[src/rtl/alu_pkg.sv]
// alu_pkg: shared ALU constants, the serial-adder state type and a nibble-count helper.
package alu_pkg;

    localparam int unsigned NIBBLE_W = 4;
    localparam int unsigned WORD_W   = 16;

    typedef enum logic [1:0] {
        IDLE = 2'd0,
        RUN  = 2'd1,
        DONE = 2'd2
    } nsa_state_t;

    // Number of 4-bit slices needed to cover a word of the given width.
    function automatic int unsigned nibble_count(input int unsigned width);
        return width / NIBBLE_W;
    endfunction

endpackage

[src/rtl/adder_level.sv]
// adder_level: one 4-bit ripple slice with carry in/out.
module adder_level
    import alu_pkg::*;
(
    input  logic [NIBBLE_W-1:0] op1,
    input  logic [NIBBLE_W-1:0] op2,
    input  logic                c_in,
    output logic [NIBBLE_W-1:0] result,
    output logic                c_out
);

    // Nibble sum with carry; the extra bit becomes the carry out.
    always_comb begin
        {c_out, result} = {1'b0, op1} + {1'b0, op2} + {{NIBBLE_W{1'b0}}, c_in};
    end

endmodule

[src/rtl/nibble_serial_adder.sv]
// nibble_serial_adder: WIDTH-bit add performed one nibble per cycle, LSB first,
// through a single reused adder_level slice with a registered carry.
// Optional subtract support (sub port, B inverted, carry forced to 1) under NSA_SUB_EN.
module nibble_serial_adder
    import alu_pkg::*;
#(
    parameter int unsigned WIDTH = WORD_W
) (
    input  logic             clk,
    input  logic             rst,
    input  logic             in_valid,
    output logic             in_ready,
    input  logic [WIDTH-1:0] op1,
    input  logic [WIDTH-1:0] op2,
    input  logic             c_in,
`ifdef NSA_SUB_EN
    input  logic             sub,
`endif
    output logic             out_valid,
    input  logic             out_ready,
    output logic [WIDTH-1:0] result,
    output logic             c_out,
    output logic             overflow
);

    localparam int unsigned NN    = nibble_count(WIDTH);
    localparam int unsigned IDX_W = (NN > 1) ? $clog2(NN) : 1;
    localparam logic [IDX_W-1:0] LAST_IDX = IDX_W'(NN - 1);

    nsa_state_t       state_q, state_d;
    logic [WIDTH-1:0] a_q, a_d;
    logic [WIDTH-1:0] b_q, b_d;
    logic [WIDTH-1:0] result_q, result_d;
    logic [IDX_W-1:0] idx_q, idx_d;
    logic             carry_q, carry_d;
    logic             cout_q, cout_d;
    logic             ovf_q, ovf_d;

    logic [WIDTH-1:0]    b_eff;
    logic                cin_eff;
    logic [NIBBLE_W-1:0] slice_res;
    logic                slice_cout;

    // Effective B operand and carry-in offered at accept time.
    always_comb begin
`ifdef NSA_SUB_EN
        b_eff   = sub ? ~op2 : op2;
        cin_eff = sub ? 1'b1 : c_in;
`else
        b_eff   = op2;
        cin_eff = c_in;
`endif
    end

    adder_level u_slice (
        .op1    (a_q[idx_q*NIBBLE_W +: NIBBLE_W]),
        .op2    (b_q[idx_q*NIBBLE_W +: NIBBLE_W]),
        .c_in   (carry_q),
        .result (slice_res),
        .c_out  (slice_cout)
    );

    // State register and datapath registers; reset restores all reset values.
    always_ff @(posedge clk) begin
        if (rst) begin
            state_q  <= IDLE;
            a_q      <= '0;
            b_q      <= '0;
            result_q <= '0;
            idx_q    <= '0;
            carry_q  <= 1'b0;
            cout_q   <= 1'b0;
            ovf_q    <= 1'b0;
        end else begin
            state_q  <= state_d;
            a_q      <= a_d;
            b_q      <= b_d;
            result_q <= result_d;
            idx_q    <= idx_d;
            carry_q  <= carry_d;
            cout_q   <= cout_d;
            ovf_q    <= ovf_d;
        end
    end

    // Next-state and datapath update: capture in IDLE, one nibble per RUN edge, hold in DONE.
    always_comb begin
        state_d  = state_q;
        a_d      = a_q;
        b_d      = b_q;
        result_d = result_q;
        idx_d    = idx_q;
        carry_d  = carry_q;
        cout_d   = cout_q;
        ovf_d    = ovf_q;
        case (state_q)
            IDLE: begin
                if (in_valid) begin
                    a_d     = op1;
                    b_d     = b_eff;
                    carry_d = cin_eff;
                    idx_d   = '0;
                    state_d = RUN;
                end
            end
            RUN: begin
                result_d[idx_q*NIBBLE_W +: NIBBLE_W] = slice_res;
                carry_d = slice_cout;
                idx_d   = idx_q + IDX_W'(1);
                if (idx_q == LAST_IDX) begin
                    idx_d   = '0;
                    state_d = DONE;
                    cout_d  = slice_cout;
                    // The final slice supplies the result MSB, so overflow uses it directly.
                    ovf_d   = (a_q[WIDTH-1] == b_q[WIDTH-1]) &&
                              (slice_res[NIBBLE_W-1] != a_q[WIDTH-1]);
                end
            end
            DONE: begin
                if (out_ready) begin
                    state_d = IDLE;
                end
            end
            default: state_d = IDLE;
        endcase
    end

    assign in_ready  = (state_q == IDLE);
    assign out_valid = (state_q == DONE);
    assign result    = result_q;
    assign c_out     = cout_q;
    assign overflow  = ovf_q;

endmodule

[config.mk]
export PLATFORM = sky130hd
export DESIGN_NAME = nibble_serial_adder
export DESIGN_NICKNAME = d
export VERILOG_FILES = /design/src/rtl/alu_pkg.sv /design/src/rtl/adder_level.sv /design/src/rtl/nibble_serial_adder.sv
export SDC_FILE = /design/constraint.sdc
export NUM_CORES = 1
export LEC_CHECK = 0
export BUFFER_PORTS_ARGS = -buffer_cell sky130_fd_sc_hd__buf_2
export CELL_PAD_IN_SITES_DETAIL_PLACEMENT = 1
export CELL_PAD_IN_SITES_GLOBAL_PLACEMENT = 1
export CORE_UTILIZATION = 41
export CTS_BUF_LIST = sky130_fd_sc_hd__clkbuf_2 sky130_fd_sc_hd__clkbuf_4 sky130_fd_sc_hd__clkbuf_8
export CTS_CLUSTER_SIZE = 24
export DETAILED_ROUTE_END_ITERATION = 10
export HOLD_SLACK_MARGIN = 0.03
export PLACE_DENSITY_LB_ADDON = 0.25
export SLEW_MARGIN = 25
export SYNTH_ARGS = -nofsm -noshare
export SYNTH_HDL_FRONTEND = slang
export SYNTH_SLANG_ARGS = --single-unit
[constraint.sdc]
create_clock -name clk -period 3.9 [get_ports clk]
set_input_delay 0 -clock clk [delete_from_list [all_inputs] [get_ports clk]]
set_output_delay 0 -clock clk [all_outputs]
set_load 0.03 [all_outputs]
# ---- After elaboration in Yosys (flattened, before gate mapping)
# Cells that the tools add are included.
dict set report totals {
  ff_bits 55
}
dict set report classes {
  n_addsub 4
  eq_ne 8
  shifts 4
  mux 10
  n_reduce_logical 7
}
# operator n
set op_table {}
lappend op_table {{$neg 4->34} 1}
lappend op_table {{$shift 4x34->16 const A} 1}
lappend op_table {{$shiftx 4x34->16} 1}
lappend op_table {{$shiftx 16x5->4} 2}
lappend op_table {{$bwmux 16} 1}
lappend op_table {{$mux 2} 5}
lappend op_table {{$pmux 2 s3} 1}
lappend op_table {{$reduce_and 2->1} 3}
lappend op_table {{$add 4x4->5} 1}
lappend op_table {{$add 5x1->5} 1}
lappend op_table {{$eq 2x2->1 const B} 2}
lappend op_table {{$ne 2x2->1 const B} 2}
lappend op_table {{$pmux 2 s2} 1}
lappend op_table {{$reduce_and 3->1} 1}
lappend op_table {{$add 2x1->2 const B} 1}
lappend op_table {{$eq 2x1->1 const B} 1}
lappend op_table {{$logic_not 2->1} 1}
lappend op_table {{$ne 2x1->1 const B} 1}
lappend op_table {{$pmux 1 s2} 1}
lappend op_table {{$reduce_bool 2->1} 1}
lappend op_table {{$eq 1x1->1} 1}
lappend op_table {{$logic_and 1x1->1} 1}
lappend op_table {{$mux 1} 1}
lappend op_table {{$ne 1x1->1} 1}

# ---- Logic depth before layout (Yosys ltp)
# Gate-level depths: netlist (run 1).
dict set report depth {
  depth_word 5
  mapped_depth 8
  ltp_nobuf 7
}

# ---- Modules after synthesis
# Synthesis (run 1) repeated with hierarchy kept, for this count alone.
dict set report unflattened {
  cells_unflattened 274
  hier_area_um2 2442.3
}
# mod n_inst cells_each area_each_um2 seq_area_each_um2
set modules_own_cells {}
lappend modules_own_cells {nibble_serial_adder 1 258 2298.5 1101.1}
lappend modules_own_cells {adder_level 1 16 143.9 0.0}

# ---- Worst setup path after synthesis (run 1)
# Ideal clock, no wire load.
dict set report synth_timing {
  path_kind {register to register}
  startpoint {register idx_q[0]}
  endpoint {register cout_q (netlist: c_out)}
  setup_time_ns 0.128
  t_arrival_ns 2.560
  path_slack_ns 1.212
  stages_incl_launch_ff 9
  synth_period_minus_slack_ns 2.688
  cell_sequence {dfxtp_1 buf_4 mux4_2 fa_1 fa_1 a21o_2 a21o_1 mux2i_1 nor2_1}
}
dict set report synth_via {
  elab_chain_len 3
  elab_cells_between_ends 6
  cone_classes {2 x add/sub; 1 x eq/ne; 2 x shift; 1 x reduce/logical}
}
# item line
set synth_rtl {}
lappend synth_rtl {{start, declared} nibble_serial_adder.sv:34} ;# logic [IDX_W-1:0] idx_q, idx_d;
lappend synth_rtl {{start signal, assigned} nibble_serial_adder.sv:79} ;# idx_q <= idx_d;
lappend synth_rtl {{$shiftx 16x5->4 (on tied branches)} {nibble_serial_adder.sv:56, nibble_serial_adder.sv:57}}
lappend synth_rtl {{$add 4x4->5} adder_level.sv:14} ;# {c_out, result} = {1'b0, op1} + {1'b0, op2} + {{NIBBLE_W{1'b0}}, c_in};
lappend synth_rtl {{$add 5x1->5} adder_level.sv:14}
lappend synth_rtl {{end signal, assigned} nibble_serial_adder.sv:81} ;# cout_q <= cout_d;
lappend synth_rtl {{end, declared} nibble_serial_adder.sv:36} ;# logic cout_q, cout_d;
# Several ways; a longest one is shown, not always the timed one.
# A chain may end at the register's enable or synchronous reset.

# ---- Worst setup path in the final report (run 1)
# Ends and elaborated chain as after synthesis.

==> flow_summary.toml, run 1 <==
[timing]
setup_viol = 0
max_slew_margin_pct = 60.5
finalCriticalPeriod_ns = 2.76
post-route-period-util_pct = 70.8
clock.fmax_ghz = 0.362
fin_setup_tns_ns = 0
slew_violations = 0
final-hold-violation-count = 0
clock_skew_ns = 0.00946
fin_ws_ns = 1.14
rsz0062_at_grt = "no"
tightest_slew_ns = 0.593

[clocking]
cts-root-buf = "clkbuf_8"
numCtsBuffers = 5
hold_buffers = 34
clkTransAtPathRegs_ns = 0.10
cts_setup_buffers = 0
insertion_delay_ns = 0.31
cts_resized = 0
max-clock-path-buffers = 2
cts.sink_count = 55
tritoncts = "done"
htreeDepth = 2

[yosys]
synth-seq-cells = 55
synth_compound_area_share_pct = 15.4
synth_cells = 267
synthAdderAreaFrac_pct = 6.39
syn_avg_cell_area_sq_um = 8.95
synth_nets = 315
ys_types = 31
synth.area.top_cells = "dfxtp_1 (46%), nand2_1 (11%), mux4_2 (7.5%), a21oi_1 (7.3%), ha_1 (4.7%)"
ys_warn_count = 0
synth_top_area_share_pct = 46.1
synthMuxAreaShare_pct = 7.96
synth_top_family_by_area = "simple AND/OR/NAND/NOR gates"
synth-simple-area-share_pct = 19.9
syn-cell-area_sq_um = 2390
synth_xor_area_share_pct = 0.367
synth_top_area_cell = "dfxtp_1"
ys_seq_area_share_pct = 46.1

[route]
routedWlPerCell_um = 15.8
via_per_inst = 5.30
drc = 0
drt-total-wl_um = 6670
firstDrtPassIters = 4
first_iter_violations = 147
drtAntennaViolNets = 0
vias = 2241

[cells_and_area]
num-fill-cells = 667
final_common_cell = "nand2_1"
layout_common_cells = "nand2_1 (73), dfxtp_1 (55), buf_2 (55)"
nets = 398
area_growth_pct = 30.9
antennaDiodeCount = 0
drive_gt1_share_pct = 21.9

[floorplan]
placementRows = 27
coreArea_sq_um = 5570
chipHeight_um = 78.3
ioPinCount = 57
fp.dieW_um = 78.3
start_util_pct = 42.9
die_area_sq_um = 6130

[power]
comb_power_share_pct = 17.1
powerDensity_nw_per_um2 = 358
p_switching_mw = 0.305
p_seq_share_pct = 54.2
p_leak_nw = 1.34
ir_drop_mv = 0.206
pwr-share-clk_pct = 28.7
switching_share_pct = 27.2
p_int_mw = 0.815

[hold_path]
min_path_cells = 2
holdCritPathClass = "primary input to register"

[placement]
post-dp-hpwl_um = 4220
pre_cts_ws_ns = 1.11
gp_congestion = 0.753
portBuffers = 56

[global_route]
grt-ovfl-total = 0
grt_use_total_pct = 23.8
grt_pass1_vias = 2296
grt_antenna_before_repair = 0
grt_first_pass_wirelength_um = 11200
grt_max_degree = 56

[worst_setup_path]
reg2reg_depth = 7
worstPathMaxFanout = 7
worstPathArrival_ns = 2.94
critPathKind = "register to register"
rrSetupSlack_ns = 1.14
start_kind = "register"
endpoint_kind = "register"
required_ns = 4.08

[flow_run]
maxCapViolations = 0

[status]
status = "complete, no violations"
[worst paths after layout]
| path | startpoint | end |
|---|---|---|
| worst max register to register | idx_q[0] | c_out |
| worst min register to register | a_q[5] | a_q[5] |
| worst max-delay path | idx_q[0] | c_out |
| worst min-delay path | rst | result[11] |
[logic make-up after synthesis]
group	count (synthesis)
multiplexers	9
adder cells (fa/ha/maj)	11
AO/OA/AOI/OAI	59
flip-flops	55
XOR/XNOR	1
buffers and inverters	19
AND/OR/NAND/NOR	113
[area by class of cell]
cell class / count / area [sq um] / area share, %
Clock inverter: 1 / 5.00 / 0.160
Inverter: 3 / 11.3 / 0.360
Tap cell: 72 / 90.1 / 2.88
Sequential cell: 55 / 1100 / 35.2
Multi-Input combinational cell: 193 / 1200 / 38.3
Timing Repair Buffer: 92 / 638 / 20.4
Clock buffer: 7 / 83.8 / 2.68
[registers in the layout (all words and copies together), names as in the netlist]
register  count
a_q          16
b_q          16
c_out         1
carry_q       1
idx_q         2
overflow      1
result       16
state_q       2
[layer usage]
layer | wire, um | GRT usage, % | vias to the layer above
li1 | - | - | 1081
met3 | 238 | 3.60 | 11
met5 | 0 | 0 | -
met1 | 2990 | 29.4 | 1093
met2 | 3330 | 42.0 | 56
met4 | 104 | 7.96 | 0
[metrics by stage]
step                cells  power (mW)  utilization, %  hold WS (ns)  instance area [sq um]
floorplan             267       0.727               -         0.136                   2390
global placement      381       0.776            48.3         0.243                   2690
detailed placement    381       0.782            48.3         0.248                   2690
CTS                   423        1.12            56.0         0.264                   3120
global route          423        1.17            56.1         0.195                   3130
finish                423        1.12            56.1         0.167                   3130
[worst max-delay path, cell delays in order (launching register included)]
cell	delay, ns
dfxtp_1	0.57
mux4_2	0.57
fa_1	0.45
fa_1	0.42
a21o_2	0.24
a21o_1	0.20
mux2i_1	0.13
nor2_1	0.05
[synthesized netlist by cell type]
cell type / instances
a211o_1: 1
xor2_1: 1
dfxtp_1: 55
nand3_1: 4
nor3_1: 1
a21o_1: 3
and2_1: 2
a311oi_2: 1
mux2i_1: 1
clkbuf_1: 6
a32oi_1: 4
a21oi_1: 35
ha_1: 9
a31oi_1: 2
nand2_1: 73
and4b_1: 1
a22oi_1: 12
buf_2: 5
nor2b_1: 2
nand2b_1: 2
and4_1: 2
or2_1: 1
inv_1: 3
mux4_2: 8
buf_1: 1
nor3b_1: 1
nand4bb_1: 1
fa_1: 2
a21o_2: 1
buf_4: 4
nor2_1: 23
[power by group through the flow]
stage / clock (mW) / sequential (mW) / combinational, mW
final: 0.321 / 0.606 / 0.192
after global routing: 0.349 / 0.610 / 0.213
after CTS: 0.325 / 0.606 / 0.188
after detailed placement: 0 / 0.620 / 0.162
after global placement: 0 / 0.619 / 0.157
after floorplan: 0 / 0.614 / 0.113
Note: power is estimated with default switching activity, not from simulation.
==> run 2, diff against run 1 <==
Settings changed: CORE_UTILIZATION 41 to 37.
Clock period 3.9 ns to 2.26 ns, I/O delays scaled along.
==> run 2 against run 1 <==
  * The run now ends with setup timing left
  * Sequential power increased by 72%
  * Fmax increased by 17%
  * Sequential share of layout area decreased by 2.1 points
  * Sequential cell count unchanged
  * Combinational power increased by 100%
  * Clock-buffer cell count unchanged
  * Core utilization decreased by 1.1 points
  * Final cell count increased by 4.5%
  * Global-route usage decreased by 0.96 points
  * Clock power increased by 89%
==> flow_summary.toml, run 2 (same netlist as run 1, synthesis figures left out) <==
[cells_and_area]
final_core_util_pct = 55.0
drive_gt1_share_pct = 27.8
multi_input_area_sq_um = 1240
final_common_cell = "nand2_1"
antennaDiodeCount = 0
fin_area_sq_um = 3330
nets = 414
layout_common_cells = "nand2_1 (73), buf_2 (56), dfxtp_1 (54)"
num-fill-cells = 737
area_growth_pct = 39.6
seqCellArea_sq_um = 1100

[route]
drc = 0
via_per_inst = 5.09
firstDrtPassIters = 4
drtAntennaViolNets = 0
vias = 2249
first_iter_violations = 144
drt-total-wl_um = 6930
routedWlPerCell_um = 15.7

[power]
powerDensity_nw_per_um2 = 611
p_leak_nw = 1.43
p_total_mw = 2.04
ir_drop_mv = 0.305

[timing]
final-hold-violation-count = 0
fin_ws_ns = -0.105
clock_skew_ns = 0.00945
tightest_slew_ns = 0.494
setup_viol = 9
max_slew_margin_pct = 67.0
post-route-period-util_pct = 105
fin_setup_tns_ns = -0.526
clock.fmax_ghz = 0.423
slew_violations = 0
finalCriticalPeriod_ns = 2.37
rsz0062_at_grt = "yes"

[worst_setup_path]
path_common_cell = "fa_2"
critPathKind = "register to register"
worstPathMaxFanout = 5
endpoint_kind = "register"
reg2reg_to = "c_out"
reg2reg_depth = 7
path_cells = "mux4_2 > fa_2 > fa_2 > a21o_2 > a21o_1 > mux2i_1 > nor2_1"
rrSetupSlack_ns = -0.11
required_ns = 2.46
worstPathArrival_ns = 2.57
critPathMaxStageDelay_ns = 0.52
slowest_stage = "mux4_2"
r2r-start = "idx_q[0]"
start_kind = "register"

[flow_run]
maxCapViolations = 0

[global_route]
grt_pass1_vias = 2372
grt-ovfl-total = 0
grt_first_pass_wirelength_um = 11300
grt_use_total_pct = 22.8
grt_antenna_before_repair = 0
grt_max_degree = 39

[hold_path]
holdCritPathClass = "primary input to register"
min_path_cells = 2
hp-start = "rst"
hold-path-endpoint = "result[14]"

[clocking]
tritoncts = "done"
cts.sink_count = 55
htreeDepth = 2
max-clock-path-buffers = 2
numCtsBuffers = 5
cts-root-buf = "clkbuf_8"
clkTransAtPathRegs_ns = 0.10
insertion_delay_ns = 0.32

[floorplan]
ioPinCount = 57
chipHeight_um = 82.3
placementRows = 28
coreArea_sq_um = 6060
die_area_sq_um = 6780
fp.dieW_um = 82.3
start_util_pct = 39.4

[placement]
gp_congestion = 0.774
portBuffers = 56
post-dp-hpwl_um = 4600
pre_cts_ws_ns = -0.124
placed_area_sq_um = 2820

[status]
violations = "setup timing"
status = "complete, but fails checks"
-- run 2: where the power goes --
group / leakage [nW] / switching [mW] / internal, mW
Combinational: 0.926 / 0.198 / 0.189
Clock: 0.0505 / 0.329 / 0.279
Sequential: 0.449 / 0.0307 / 1.01
-- run 2: timing repair --
item,4_1_cts,5_1_grt
resized for setup,8,1
pin swaps,9,2
hold buffers,34,0
setup endpoints to repair,11,12
endpoints found under the hold margin,34,0
buffers inserted,2,0
-- run 2: layout make-up --
class                           count  area share, %
Multi-Input combinational cell    193           37.3
Inverter                            3          0.338
Sequential cell                    55           33.1
Clock buffer                        7           2.89
Clock inverter                      1          0.225
Tap cell                           75           2.81
Timing Repair Buffer              108           23.3
-- run 2: worst max-delay path by stage --
| stage | end | start | slack, ns | depth (start not counted) |
|---|---|---|---|---|
| 2_1_floorplan | c_out | idx_q[0] | -0.16 | 8 |
| 3_3_place_gp | overflow | idx_q[0] | -0.07 | 6 |
| 3_5_place_dp | overflow | idx_q[0] | -0.12 | 7 |
| 4_1_cts | overflow | idx_q[0] | -0.09 | 7 |
| 5_1_grt | result[3] | idx_q[0] | -0.18 | 8 |
| 6_report | c_out | idx_q[0] | -0.11 | 7 |
-- run 2: critical path, delay by kind of cell (launching register included) --
family	cells	cell delay (ns)
AOI/OAI and AO/OA	2	0.38
adders and majority gates	2	0.77
DFF	1	0.40
muxes	2	0.65
and+or+nand+nor	1	0.05
-- run 2: through the flow --
step | instances | hold slack (ns)
2_1_floorplan | 267 | 0.136
3_3_place_gp | 398 | 0.244
3_5_place_dp | 398 | 0.247
4_1_cts | 442 | 0.0544
5_1_grt | 442 | 0.0855
6_report | 442 | 0.0506
-- run 2: layer usage --
metal | global-route usage, % | wire (um) | up-vias
li1 | - | - | 1112
met1 | 26.8 | 3050 | 1077
met2 | 41.6 | 3510 | 50
met3 | 3.74 | 255 | 10
met4 | 7.89 | 116 | 0
met5 | 0 | 0 | -
